$ cat src/rtl/result_collector_if.sv
// ---------------------------------------------------------------------------
// result_collector_if
// Bundles the two data paths of the result collector:
//   - result stream from the PE array: res_valid / res_data / res_ready
//   - write port to the output memory: mem_req / mem_gnt / mem_addr / mem_wdata
// Modports:
//   slave  : the collector side (consumes results, issues memory writes)
//   master : the environment side (PE array + output memory)
// ---------------------------------------------------------------------------
interface result_collector_if #(
    parameter int DATA_W = 8,
    parameter int ADDR_W = 9
) ();

    logic              res_valid;
    logic [DATA_W-1:0] res_data;
    logic              res_ready;
    logic              mem_req;
    logic              mem_gnt;
    logic [ADDR_W-1:0] mem_addr;
    logic [DATA_W-1:0] mem_wdata;

    modport slave (
        input  res_valid,
        input  res_data,
        input  mem_gnt,
        output res_ready,
        output mem_req,
        output mem_addr,
        output mem_wdata
    );

    modport master (
        output res_valid,
        output res_data,
        output mem_gnt,
        input  res_ready,
        input  mem_req,
        input  mem_addr,
        input  mem_wdata
    );

endinterface

$ cat src/rtl/result_collector.sv
// ---------------------------------------------------------------------------
// result_collector
// Collects NUM_RESULTS result words per run from the PE array, buffers them in
// a small FIFO and writes them to consecutive output-memory addresses starting
// at 0. When every result has been written it raises a 4-phase done request.
// Ports:
//   clk, rst_n      clock, asynchronous active-low reset
//   start_pulse     one-cycle run start (ignored unless idle)
//   bus (slave)     result stream in, memory write port out
//   done_req/ack    4-phase "results ready" handshake with system control
//   busy            high whenever the controller is not idle
//   overflow_err    sticky: a result was offered after the run was complete
// ---------------------------------------------------------------------------
module result_collector #(
    parameter int DATA_W      = 8,
    parameter int ADDR_W      = 9,
    parameter int NUM_RESULTS = 441,
    parameter int FIFO_DEPTH  = 4
) (
    input  logic                clk,
    input  logic                rst_n,
    input  logic                start_pulse,
    result_collector_if.slave   bus,
    output logic                done_req,
    input  logic                done_ack,
    output logic                busy,
    output logic                overflow_err
);

    localparam int CNT_W = ADDR_W + 1;
    localparam int PTR_W = (FIFO_DEPTH > 1) ? $clog2(FIFO_DEPTH) : 1;
    localparam int OCC_W = $clog2(FIFO_DEPTH + 1);

    localparam logic [CNT_W-1:0] CNT_ONE  = CNT_W'(1);
    localparam logic [CNT_W-1:0] NUM_CNT  = CNT_W'(NUM_RESULTS);
    localparam logic [CNT_W-1:0] NUM_LAST = CNT_W'(NUM_RESULTS - 1);
    localparam logic [PTR_W-1:0] PTR_ONE  = PTR_W'(1);
    localparam logic [PTR_W-1:0] PTR_LAST = PTR_W'(FIFO_DEPTH - 1);
    localparam logic [OCC_W-1:0] OCC_ONE  = OCC_W'(1);
    localparam logic [OCC_W-1:0] OCC_FULL = OCC_W'(FIFO_DEPTH);

    typedef enum logic [2:0] {
        ST_IDLE    = 3'd0,
        ST_RUN     = 3'd1,
        ST_DRAIN   = 3'd2,
        ST_NOTIFY  = 3'd3,
        ST_RELEASE = 3'd4
    } state_t;

    state_t             state_r;
    state_t             state_nxt_s;
    logic [CNT_W-1:0]   acc_cnt_r;
    logic [CNT_W-1:0]   wr_cnt_r;
    logic [DATA_W-1:0]  fifo_mem_r [FIFO_DEPTH];
    logic [PTR_W-1:0]   wr_ptr_r;
    logic [PTR_W-1:0]   rd_ptr_r;
    logic [OCC_W-1:0]   occ_r;
    logic               done_req_r;
    logic               busy_r;
    logic               overflow_r;

    logic               fifo_full_s;
    logic               fifo_empty_s;
    logic               res_ready_s;
    logic               mem_req_s;
    logic               push_s;
    logic               pop_s;
    logic               start_s;
    logic               late_offer_s;

    assign fifo_full_s  = (occ_r == OCC_FULL);
    assign fifo_empty_s = (occ_r == {OCC_W{1'b0}});
    assign res_ready_s  = (state_r == ST_RUN) && !fifo_full_s;
    assign mem_req_s    = ((state_r == ST_RUN) || (state_r == ST_DRAIN)) && !fifo_empty_s;
    assign push_s       = bus.res_valid && res_ready_s;
    assign pop_s        = mem_req_s && bus.mem_gnt;
    assign start_s      = start_pulse && (state_r == ST_IDLE);
    assign late_offer_s = bus.res_valid && ((state_r == ST_DRAIN) ||
                                            (state_r == ST_NOTIFY) ||
                                            (state_r == ST_RELEASE));

    assign bus.res_ready = res_ready_s;
    assign bus.mem_req   = mem_req_s;
    assign bus.mem_addr  = wr_cnt_r[ADDR_W-1:0];
    // Stale FIFO contents are masked so the write data reads zero when idle.
    assign bus.mem_wdata = mem_req_s ? fifo_mem_r[rd_ptr_r] : {DATA_W{1'b0}};
    assign done_req      = done_req_r;
    assign busy          = busy_r;
    assign overflow_err  = overflow_r;

    // State register.
    always_ff @(posedge clk or negedge rst_n) begin
        if (!rst_n) begin
            state_r <= ST_IDLE;
        end else begin
            state_r <= state_nxt_s;
        end
    end

    // Next-state logic.
    always_comb begin
        state_nxt_s = state_r;
        case (state_r)
            ST_IDLE: begin
                if (start_pulse) begin
                    state_nxt_s = ST_RUN;
                end else begin
                    state_nxt_s = ST_IDLE;
                end
            end
            ST_RUN: begin
                if (push_s && (acc_cnt_r == NUM_LAST)) begin
                    state_nxt_s = ST_DRAIN;
                end else begin
                    state_nxt_s = ST_RUN;
                end
            end
            ST_DRAIN: begin
                if ((wr_cnt_r == NUM_CNT) && fifo_empty_s) begin
                    state_nxt_s = ST_NOTIFY;
                end else begin
                    state_nxt_s = ST_DRAIN;
                end
            end
            ST_NOTIFY: begin
                if (done_ack) begin
                    state_nxt_s = ST_RELEASE;
                end else begin
                    state_nxt_s = ST_NOTIFY;
                end
            end
            ST_RELEASE: begin
                if (!done_ack) begin
                    state_nxt_s = ST_IDLE;
                end else begin
                    state_nxt_s = ST_RELEASE;
                end
            end
            default: begin
                state_nxt_s = ST_IDLE;
            end
        endcase
    end

    // Result FIFO: storage, pointers and occupancy; a run start empties it.
    always_ff @(posedge clk or negedge rst_n) begin
        if (!rst_n) begin
            for (int i = 0; i < FIFO_DEPTH; i++) begin
                fifo_mem_r[i] <= {DATA_W{1'b0}};
            end
            wr_ptr_r <= {PTR_W{1'b0}};
            rd_ptr_r <= {PTR_W{1'b0}};
            occ_r    <= {OCC_W{1'b0}};
        end else if (start_s) begin
            wr_ptr_r <= {PTR_W{1'b0}};
            rd_ptr_r <= {PTR_W{1'b0}};
            occ_r    <= {OCC_W{1'b0}};
        end else begin
            if (push_s) begin
                fifo_mem_r[wr_ptr_r] <= bus.res_data;
                wr_ptr_r <= (wr_ptr_r == PTR_LAST) ? {PTR_W{1'b0}} : (wr_ptr_r + PTR_ONE);
            end
            if (pop_s) begin
                rd_ptr_r <= (rd_ptr_r == PTR_LAST) ? {PTR_W{1'b0}} : (rd_ptr_r + PTR_ONE);
            end
            // Simultaneous push and pop leaves occupancy unchanged.
            if (push_s && !pop_s) begin
                occ_r <= occ_r + OCC_ONE;
            end else if (pop_s && !push_s) begin
                occ_r <= occ_r - OCC_ONE;
            end
        end
    end

    // Accept and write counters; wr_cnt doubles as the memory address.
    always_ff @(posedge clk or negedge rst_n) begin
        if (!rst_n) begin
            acc_cnt_r <= {CNT_W{1'b0}};
            wr_cnt_r  <= {CNT_W{1'b0}};
        end else if (start_s) begin
            acc_cnt_r <= {CNT_W{1'b0}};
            wr_cnt_r  <= {CNT_W{1'b0}};
        end else begin
            if (push_s) begin
                acc_cnt_r <= acc_cnt_r + CNT_ONE;
            end
            if (pop_s) begin
                wr_cnt_r <= wr_cnt_r + CNT_ONE;
            end
        end
    end

    // Registered status outputs derived from the upcoming state.
    always_ff @(posedge clk or negedge rst_n) begin
        if (!rst_n) begin
            done_req_r <= 1'b0;
            busy_r     <= 1'b0;
            overflow_r <= 1'b0;
        end else begin
            done_req_r <= (state_nxt_s == ST_NOTIFY);
            busy_r     <= (state_nxt_s != ST_IDLE);
            if (start_s) begin
                overflow_r <= 1'b0;
            end else if (late_offer_s) begin
                overflow_r <= 1'b1;
            end
        end
    end

endmodule
$ cat src/flat_wrapper.sv
// flat-port wrapper written by rule: the top's interface ports become plain ports
module result_collector_flat 
#(
    parameter int DATA_W      = 8,
    parameter int ADDR_W      = 9,
    parameter int NUM_RESULTS = 441,
    parameter int FIFO_DEPTH  = 4
)
  (clk, rst_n, start_pulse, done_req, done_ack, busy, overflow_err, bus_res_valid, bus_res_data, bus_mem_gnt, bus_res_ready, bus_mem_req, bus_mem_addr, bus_mem_wdata);
  result_collector_if #(.DATA_W(DATA_W), .ADDR_W(ADDR_W)) bus_i ();
  input  logic clk;
  input  logic rst_n;
  input  logic start_pulse;
  output logic done_req;
  input  logic done_ack;
  output logic busy;
  output logic overflow_err;
  input wire logic [$bits(bus_i.res_valid)-1:0] bus_res_valid;
  input wire logic [$bits(bus_i.res_data)-1:0] bus_res_data;
  input wire logic [$bits(bus_i.mem_gnt)-1:0] bus_mem_gnt;
  output wire logic [$bits(bus_i.res_ready)-1:0] bus_res_ready;
  output wire logic [$bits(bus_i.mem_req)-1:0] bus_mem_req;
  output wire logic [$bits(bus_i.mem_addr)-1:0] bus_mem_addr;
  output wire logic [$bits(bus_i.mem_wdata)-1:0] bus_mem_wdata;
  assign bus_i.res_valid = bus_res_valid;
  assign bus_i.res_data = bus_res_data;
  assign bus_i.mem_gnt = bus_mem_gnt;
  assign bus_res_ready = bus_i.res_ready;
  assign bus_mem_req = bus_i.mem_req;
  assign bus_mem_addr = bus_i.mem_addr;
  assign bus_mem_wdata = bus_i.mem_wdata;
  result_collector #(.DATA_W(DATA_W), .ADDR_W(ADDR_W), .NUM_RESULTS(NUM_RESULTS), .FIFO_DEPTH(FIFO_DEPTH)) u_core (.clk(clk), .rst_n(rst_n), .start_pulse(start_pulse), .bus(bus_i), .done_req(done_req), .done_ack(done_ack), .busy(busy), .overflow_err(overflow_err));
endmodule
$ cat config.mk
export PLATFORM = sky130hd
export DESIGN_NAME = result_collector_flat
export DESIGN_NICKNAME = d
export VERILOG_FILES = /design/src/rtl/result_collector_if.sv /design/src/rtl/result_collector.sv /design/src/flat_wrapper.sv
export SDC_FILE = /design/constraint.sdc
export NUM_CORES = 1
export LEC_CHECK = 0
export CELL_PAD_IN_SITES_DETAIL_PLACEMENT = 1
export CELL_PAD_IN_SITES_GLOBAL_PLACEMENT = 1
export CORE_AREA = 10 10 123 80
export CTS_CLUSTER_DIAMETER = 40
export DETAILED_ROUTE_END_ITERATION = 12
export DIE_AREA = 0 0 133 90
export PLACE_DENSITY_LB_ADDON = 0.1
export SLEW_MARGIN = 10
export SYNTH_ARGS = -nofsm -noshare
export SYNTH_HDL_FRONTEND = slang
export SYNTH_SLANG_ARGS = --single-unit
$ cat constraint.sdc
create_clock -name clk -period 3.4 [get_ports clk]
set_clock_uncertainty 0.1 [all_clocks]
set_input_delay 0.51 -clock clk [delete_from_list [all_inputs] [get_ports clk]]
set_output_delay 0.51 -clock clk [all_outputs]
set_load 0.01 [all_outputs]
After elaboration in Yosys (flattened, before gate mapping)
Index checks and enable logic that the tools add are counted.
W data, S select, Z words.
{ "classes": {"addsub": 6, "order_cmp": 3, "n_eq_ne": 10, "n_mux": 28, "bitwise": 3, "reduce_logical": 26} }
{ "op_table": {"columns": ["operator", "n"], "rows": [
  ["$mux W10", 4],
  ["$bwmux W32", 1],
  ["$mux W8", 4],
  ["$add A10 B1 Y10 const B", 2],
  ["$eq A10 B9 Y1 const B", 2],
  ["$bmux W8 S2", 1],
  ["$demux W8 S2", 1],
  ["$mux W3", 5],
  ["$pmux W3 S5", 1],
  ["$mux W2", 7],
  ["$logic_and A1 B1 Y1", 11],
  ["$eq A3 B2 Y1 const B", 3],
  ["$eq A3 B3 Y1 const B", 2],
  ["$ge A3 B3 Y1 const B", 2],
  ["$logic_not A3 Y1", 2],
  ["$not A2 Y3", 2],
  ["$reduce_bool A2 Y1", 3],
  ["$reduce_bool A3 Y1", 2],
  ["$add A2 B1 Y2 const B", 2],
  ["$eq A2 B2 Y1 const B", 2],
  ["$logic_not A1 Y1", 4],
  ["$mux W1", 4],
  ["$add A3 B1 Y3 const B", 1],
  ["$eq A3 B1 Y1 const B", 1],
  ["other kinds (5)", 7]
]} }
{ "totals": {"register_bits": 65, "input_bits": 14, "out_inout_bits": 22, "wordCells": 89} }

Depth between registers and ports, before layout
Gate-level depths: netlist of the first run.
{ "depth": {"ltp_word": 9, "depth_mapped": 10} }

Least setup slack after synthesis of the first run
No wires, ideal clock.
{ "synth_timing": {"path_kind": "register to register", "startpoint": "reg u_core.occ_r[1]", "endpoint": "reg u_core.occ_r[2]", "setup_ns": 0.078, "t_arrival_ns": 2.462, "required_time_ns": 3.222, "path_slack_ns": 0.760, "stages_incl_launch_ff": 10, "period_less_slack_ns": 2.640, "cell_sequence": "dfrtp_1 -> or3b_2 -> nand3_4 -> inv_2 -> buf_12 -> ha_1 -> fa_1 -> xnor2_1 -> or3_1 -> a21oi_1"} }
{ "synth_between": {"elab_chain_cells": 8} }
{ "synth_rtl": {"columns": ["element", "line", "text"], "rows": [
  ["start: declaration", "result_collector.sv:57", "logic [OCC_W-1:0] occ_r;"],
  ["start signal: assignment", "result_collector.sv:153", "occ_r <= {OCC_W{1'b0}};"],
  ["start signal: assignment", "result_collector.sv:157", "occ_r <= {OCC_W{1'b0}};"],
  ["start signal: assignment", "result_collector.sv:168", "occ_r <= occ_r + OCC_ONE;"],
  ["branches (longest 8 deep; another with $sub A3 B1 Y3)", null, null]
]} }
Parallel ways; which one is timed is not known. The select of a mux whose other input is x is not followed.
A chain may end at the register's enable or synchronous reset.

Worst setup path after layout of the first run
{ "layout_timing": {"startpoint": "reg u_core.state_r[0]", "endpoint": "out bus_mem_wdata[5]"} }
{ "layout_between": {"elab_chain_cells": 4} }
{ "layout_rtl": {"columns": ["element", "line", "text"], "rows": [
  ["start: declaration", "result_collector.sv:50", "state_t state_r;"],
  ["start signal: assignment", "result_collector.sv:96", "state_r <= state_nxt_s;"],
  ["$eq A3 B1 Y1 / $eq A3 B2 Y1 (equally long branches)", "result_collector.sv:74", "assign mem_req_s = ((state_r == ST_RUN) || (state_r == ST_DRAIN)) && !fifo_empty_s;"],
  ["$logic_or A1 B1 Y1 (*)", "result_collector.sv:74", null],
  ["$logic_and A1 B1 Y1 (*)", "result_collector.sv:74", null],
  ["$mux W8 (*)", "result_collector.sv:86", "assign bus.mem_wdata = mem_req_s ? fifo_mem_r[rd_ptr_r] : {DATA_W{1'b0}};"],
  ["end: declaration", "flat_wrapper.sv:24", "output wire logic [$bits(bus_i.mem_wdata)-1:0] bus_mem_wdata;"]
]} }
Every way passes the cells marked *; elsewhere a longest branch is shown, timed or not.

==> impl_metrics.ini, run 1 <==
[grt]
grt_use_total_pct = 14.6
grt.met2_usage_pct = 22.7
gr-total-overflow = 0
grt-busiest-layer = met2
use_met1_pct = 18.9
grt_max_degree = 35
grt_pass1_vias = 2596
grt_pass1_wl_um = 14000
antenna_found_initial = 0
grtUsageMet3_pct = 5.33

[sta]
grt_setup_unrepaired = no
setup_tns_ps = 0
setup_viol = 0
fin_crit_sh_pct = 90.8
tightestPinTransition_ps = 799
hold_violations = 0
maxSlewViolCount = 0
slew-limit-headroom_pct = 46.8
min_period_ps = 3090
timing.fmax_ghz = 0.324

[cells_and_area]
register_area_um2 = 1630
fin_util_pct = 53.4
diodes = 0
fin_cells = 433
fin_nets = 345
area_growth_pct = 19.5
n_fill_cell = 822
multi_input_area_um2 = 1630
drive_gt1_share_pct = 22.8

[power]
switchingPower_mw = 1.25
clockPowerShare_pct = 22.9
p_comb_share_pct = 40.3
total_power_mw = 3.68
p_leak_nw = 1.78
pwr_density_cell_nw_per_um2 = 899
max-vdd-ir-drop_v = 0.000372
seqPwrFrac_pct = 36.8
p_int_mw = 2.43
swShare_pct = 33.9

[yosys]
ys.warnings.count = 0
synth_top_area_share_pct = 47.5
synthTopCellsByArea = dfrtp_1 (47%), mux2_2 (9.9%), mux4_2 (5.3%)
syn-cell-area_um2 = 3420
syn_avg_cell_area_um2 = 11.9
synth_common_cells = dfrtp_1 (65), mux2_2 (30), nand2_1 (17), nand3_1 (15)
netlist_instances = 287
ys_types = 51
synth_nets = 312
ys_async_sr_fraction_pct = 100
synthFlopType = dfrtp_1
yosysSeqAreaShare_pct = 47.5
yosysTopAreaCell = dfrtp_1
yosysMostFrequentCell = dfrtp_1
synth_edf_count = 0
synth-seq-cells = 65

[route]
drt_iter0_markers = 93
wl_per_cell_um = 18.9
routed_wl_um = 8200
final_antenna_net_count = 0
first_pass_iters = 4
drc_errors = 0
vias_per_cell = 5.32
vias = 2305

[floorplanning]
rows = 25
core_um2 = 7660
die_w_um = 133
dieArea_um2 = 12000
initial_core_util_pct = 44.7
die_y_um = 90
io_pins = 36

[placement]
place_hpwl_um = 5900
place.gp.congestion = 0.760
io_buffers = 35
dp.cells = 417

[critical_path]
startpoint_type = register
end_kind = primary output
crit_type = reg2out
worstPathMaxFanout = 10
rr_worst_depth = 8
cp.depth = 4
cp.required_ps = 2790
path_cells = xor2_1, nand3_1, nor2b_1, clkdlybuf4s50_1
cp_slowest_cell = dfrtp_1
arrival_ps = 2480
crit_family = simple AND/OR/NAND/NOR gates
cp_num_buf_inv = 1
slowest_delay_ps = 560

[cts]
htreeDepth = 3
clk_latency_ps = 330
clkTransAtPathRegs_ps = 50
ctsRootBufferMaster = clkbuf_16
cts_made_buffers = 9
postCtsSetupBuffers = 0
cts.path.max_buffers = 2
postCtsHoldBufs = 0
cts_resized = 0
cts_tree = yes
clock_sinks = 65

[status]
status = completed

[worst_hold_path]
holdCritPathClass = in2async

[run]
maxCapViolCount = 0
==> area by class of cell <==
class | count | area share [%]
clock inverter | 3 | 0.367
inverter | 12 | 1.10
sequential | 65 | 39.7
clock buffer | 13 | 6.36
timing repair buffer | 40 | 9.35
multi-input combinational | 192 | 39.8
tap | 108 | 3.30
==> placed cells by master (no fill, tap or decap), types with 6 or more instances in the layout <==
| master | netlist | routed |
|---|---|---|
| a21oi_1 | 9 | 9 |
| inv_1 | 10 | 10 |
| nor2b_1 | 9 | 9 |
| or3_1 | 6 | 6 |
| ha_1 | 10 | 10 |
| nand4_1 | 6 | 6 |
| nor2_1 | 10 | 10 |
| nand3_1 | 15 | 15 |
| o21ai_0 | 7 | 7 |
| dfrtp_1 | 65 | 65 |
| mux2_2 | 30 | 30 |
| clkbuf_16 | 0 | 9 |
| mux4_2 | 8 | 8 |
| and3_1 | 7 | 7 |
| nand2_1 | 17 | 17 |
| clkdlybuf4s50_1 | 0 | 34 |
==> state kept, by name (all words and copies together) (netlist names), 2 cells and up <==
| signal | cells |
|---|---|
| u_core.acc_cnt_r | 10 |
| u_core.fifo_mem_r | 32 |
| u_core.occ_r | 3 |
| u_core.rd_ptr_r | 2 |
| u_core.state_r | 3 |
| u_core.wr_cnt_r | 10 |
| u_core.wr_ptr_r | 2 |
==> logic make-up (layout without fill, tap and decap cells) <==
group / after synthesis / after routing / synth area share [%]
xor+xnor: 9 / 9 / 2.30
compound gates: 30 / 30 / 5.48
mux: 46 / 46 / 17.8
buf+inv: 30 / 68 / 4.93
simple gates: 96 / 96 / 17.8
fa+ha+maj: 11 / 11 / 4.24
flops: 65 / 65 / 47.5
==> final timing paths <==
path / from / end / slack (ps)
max in group asynchronous: rst_n / u_core.fifo_mem_r[6]$_DFFE_PN0P_ / 2310
worst min-delay path: rst_n / u_core.acc_cnt_r[5]$_DFFE_PN0P_ / 160
min in group clk: u_core.fifo_mem_r[22]$_DFFE_PN0P_ / u_core.fifo_mem_r[22]$_DFFE_PN0P_ / 390
worst min register to register: u_core.fifo_mem_r[22]$_DFFE_PN0P_ / u_core.fifo_mem_r[22]$_DFFE_PN0P_ / 390
worst max-delay path: u_core.state_r[0]$_DFF_PN0_ / bus_mem_wdata[5] / 310
worst max register to register: u_core.occ_r[1]$_DFFE_PN0P_ / u_core.occ_r[2]$_DFFE_PN0P_ / 530
==> worst register-to-register path, delay by kind of cell (launching register included) <==
kind / cells / cell delay, ps
AOI/OAI and AO/OA: 1 / 140
adders and majority gates: 2 / 750
and+or+nand+nor: 3 / 1020
xor gates and xnor gates: 1 / 160
DFF: 1 / 420
buffers and inverters: 1 / 200
==> stage by stage <==
| stage | hold WS, ps | setup slack [ps] | cell area (um2) |
|---|---|---|---|
| after floorplan | 114 | 760 | 3420 |
| after global placement | 369 | 457 | 3820 |
| after detailed placement | 386 | 408 | 3820 |
| after CTS | 188 | 295 | 4090 |
| after global routing | 230 | 147 | 4090 |
| final | 164 | 314 | 4090 |
==> layer usage <==
metal / vias up / wire, um
li1: 1088 / -
met1: 1180 / 4100
met2: 31 / 3700
met3: 6 / 336
met4: 0 / 71
met5: - / 0
==> power by group through the flow <==
| stage | clock network [mW] | registers (mW) | logic (mW) |
|---|---|---|---|
| 6_report | 0.845 | 1.35 | 1.48 |
| 5_1_grt | 0.908 | 1.41 | 1.64 |
| 4_1_cts | 0.866 | 1.35 | 1.52 |
| 3_5_place_dp | 0 | 1.36 | 1.49 |
| 3_3_place_gp | 0 | 1.34 | 1.44 |
| 2_1_floorplan | 0 | 1.22 | 1.09 |
(Power assumes the default switching activity.)
==> inputs of run 2 (changes only) <==
--- a/config.mk
+++ b/config.mk
@@ -7,10 +7,11 @@
 export LEC_CHECK = 0
 export CELL_PAD_IN_SITES_DETAIL_PLACEMENT = 1
 export CELL_PAD_IN_SITES_GLOBAL_PLACEMENT = 1
-export CORE_AREA = 10 10 123 80
+export CORE_AREA = 10 10 122 80
+export CTS_BUF_LIST = sky130_fd_sc_hd__clkbuf_8
 export CTS_CLUSTER_DIAMETER = 40
 export DETAILED_ROUTE_END_ITERATION = 12
-export DIE_AREA = 0 0 133 90
+export DIE_AREA = 0 0 132 90
 export PLACE_DENSITY_LB_ADDON = 0.1
 export SLEW_MARGIN = 10
 export SYNTH_ARGS = -nofsm -noshare
==> impl_metrics.ini, run 2 (same netlist as run 1, synthesis figures left out) <==
[sta]
setup_viol = 0
timing.fmax_ghz = 0.325
timing.final.ws_setup_ps = 328
setup_tns_ps = 0
min_period_ps = 3070
maxSlewViolCount = 0
tightestPinTransition_ps = 640
fin_crit_sh_pct = 90.4
slew-limit-headroom_pct = 57.3
hold_violations = 0
grt_setup_unrepaired = no

[cts]
clkTransAtPathRegs_ps = 70
cts_made_buffers = 9
clk_latency_ps = 340
clock_sinks = 65
htreeDepth = 3
cts_resized = 0
postCtsHoldBufs = 0
postCtsSetupBuffers = 0
cts_tree = yes
cts.path.max_buffers = 2
ctsRootBufferMaster = clkbuf_8

[route]
drc_errors = 0
drt_iter0_markers = 109
vias = 2289
vias_per_cell = 5.29
first_pass_iters = 4
routed_wl_um = 7550
final_antenna_net_count = 0
wl_per_cell_um = 17.4

[critical_path]
slowest_delay_ps = 580
startpoint_type = register
end_kind = primary output
path_cells = xor2_1, nand3_1, nor2b_1, clkdlybuf4s50_1
cp-startpoint = u_core.state_r[0]$_DFF_PN0_
arrival_ps = 2460
crit_family = simple AND/OR/NAND/NOR gates
cp_num_buf_inv = 1
worstPathMaxFanout = 10
r2r_start = u_core.occ_r[1]$_DFFE_PN0P_
cp.required_ps = 2790
cp_slowest_cell = clkdlybuf4s50_1
crit_type = reg2out

[grt]
antenna_found_initial = 0
gr-total-overflow = 0
grt_max_degree = 28
grt_pass1_wl_um = 12900
grt_pass1_vias = 2457
grt_use_total_pct = 13.3

[cells_and_area]
fin_nets = 345
diodes = 0
fin_cells = 433
final_common_cell = dfrtp_1
area_growth_pct = 18.0
final_cell_mix = dfrtp_1 (65), clkdlybuf4s50_1 (34), mux2_2 (30)
reg_top3 = u_core.fifo_mem_r x32, u_core.acc_cnt_r x10, u_core.wr_cnt_r x10
largest_reg_flops = 32
drive_gt1_share_pct = 22.5
top_register = u_core.fifo_mem_r

[placement]
dp.cells = 417
io_buffers = 35
dp_worst_setup_slack_ps = 385
place.gp.congestion = 0.747
place_hpwl_um = 5610

[floorplanning]
io_pins = 36
initial_core_util_pct = 45.1
core_um2 = 7600
die_w_um = 132
die_y_um = 90
rows = 25
dieArea_um2 = 11900

[worst_hold_path]
holdCritPathClass = in2async

[run]
maxCapViolCount = 0

[status]
status = completed

[power]
max-vdd-ir-drop_v = 0.000314
p_leak_nw = 1.76
pwr_density_cell_nw_per_um2 = 873
run 2: report_power, final:
group	switching, mW	internal [mW]
sequential	0.266	1.07
clock	0.283	0.445
combinational	0.632	0.834
run 2: cell type report:
type | instances | area [um2]
Fill cell | 809 | 3560
Multi-Input combinational cell | 192 | 1630
Sequential cell | 65 | 1630
Timing Repair Buffer | 40 | 383
Clock buffer | 11 | 151
Tap cell | 108 | 135
Clock inverter | 5 | 71.3
Inverter | 12 | 45.0
run 2: metal layers:
| metal | part of all wire (%) | GRT usage [%] |
|---|---|---|
| met5 | 0 | 0 |
| met4 | 1.4 | 4.70 |
| met3 | 3.4 | 3.89 |
| met2 | 43 | 18.9 |
| met1 | 52 | 18.5 |
run 2: worst paths after layout:
check	cells after the start	slack, ps	to
setup / recovery	4	330	bus_mem_wdata[2]
min in group clk	1	400	u_core.fifo_mem_r[5]$_DFFE_PN0P_
hold / removal	1	50	u_core.wr_cnt_r[4]$_DFFE_PN0P_
max in group asynchronous	2	2390	u_core.acc_cnt_r[5]$_DFFE_PN0P_
hold reg to reg	1	400	u_core.fifo_mem_r[5]$_DFFE_PN0P_
setup reg to reg	8	570	u_core.occ_r[2]$_DFFE_PN0P_
run 2: per-stage QoR:
stage / area [um2] / utilization, % / power, mW / hold slack, ps
final: 4040 / 53.2 / 3.53 / 45.8
after floorplan: 3420 / - / 2.31 / 114
after detailed placement: 3820 / 50.2 / 2.83 / 382
after CTS: 4040 / 53.2 / 3.58 / 41.4
after global placement: 3820 / 50.2 / 2.78 / 382
after global routing: 4040 / 53.2 / 3.80 / 61.2
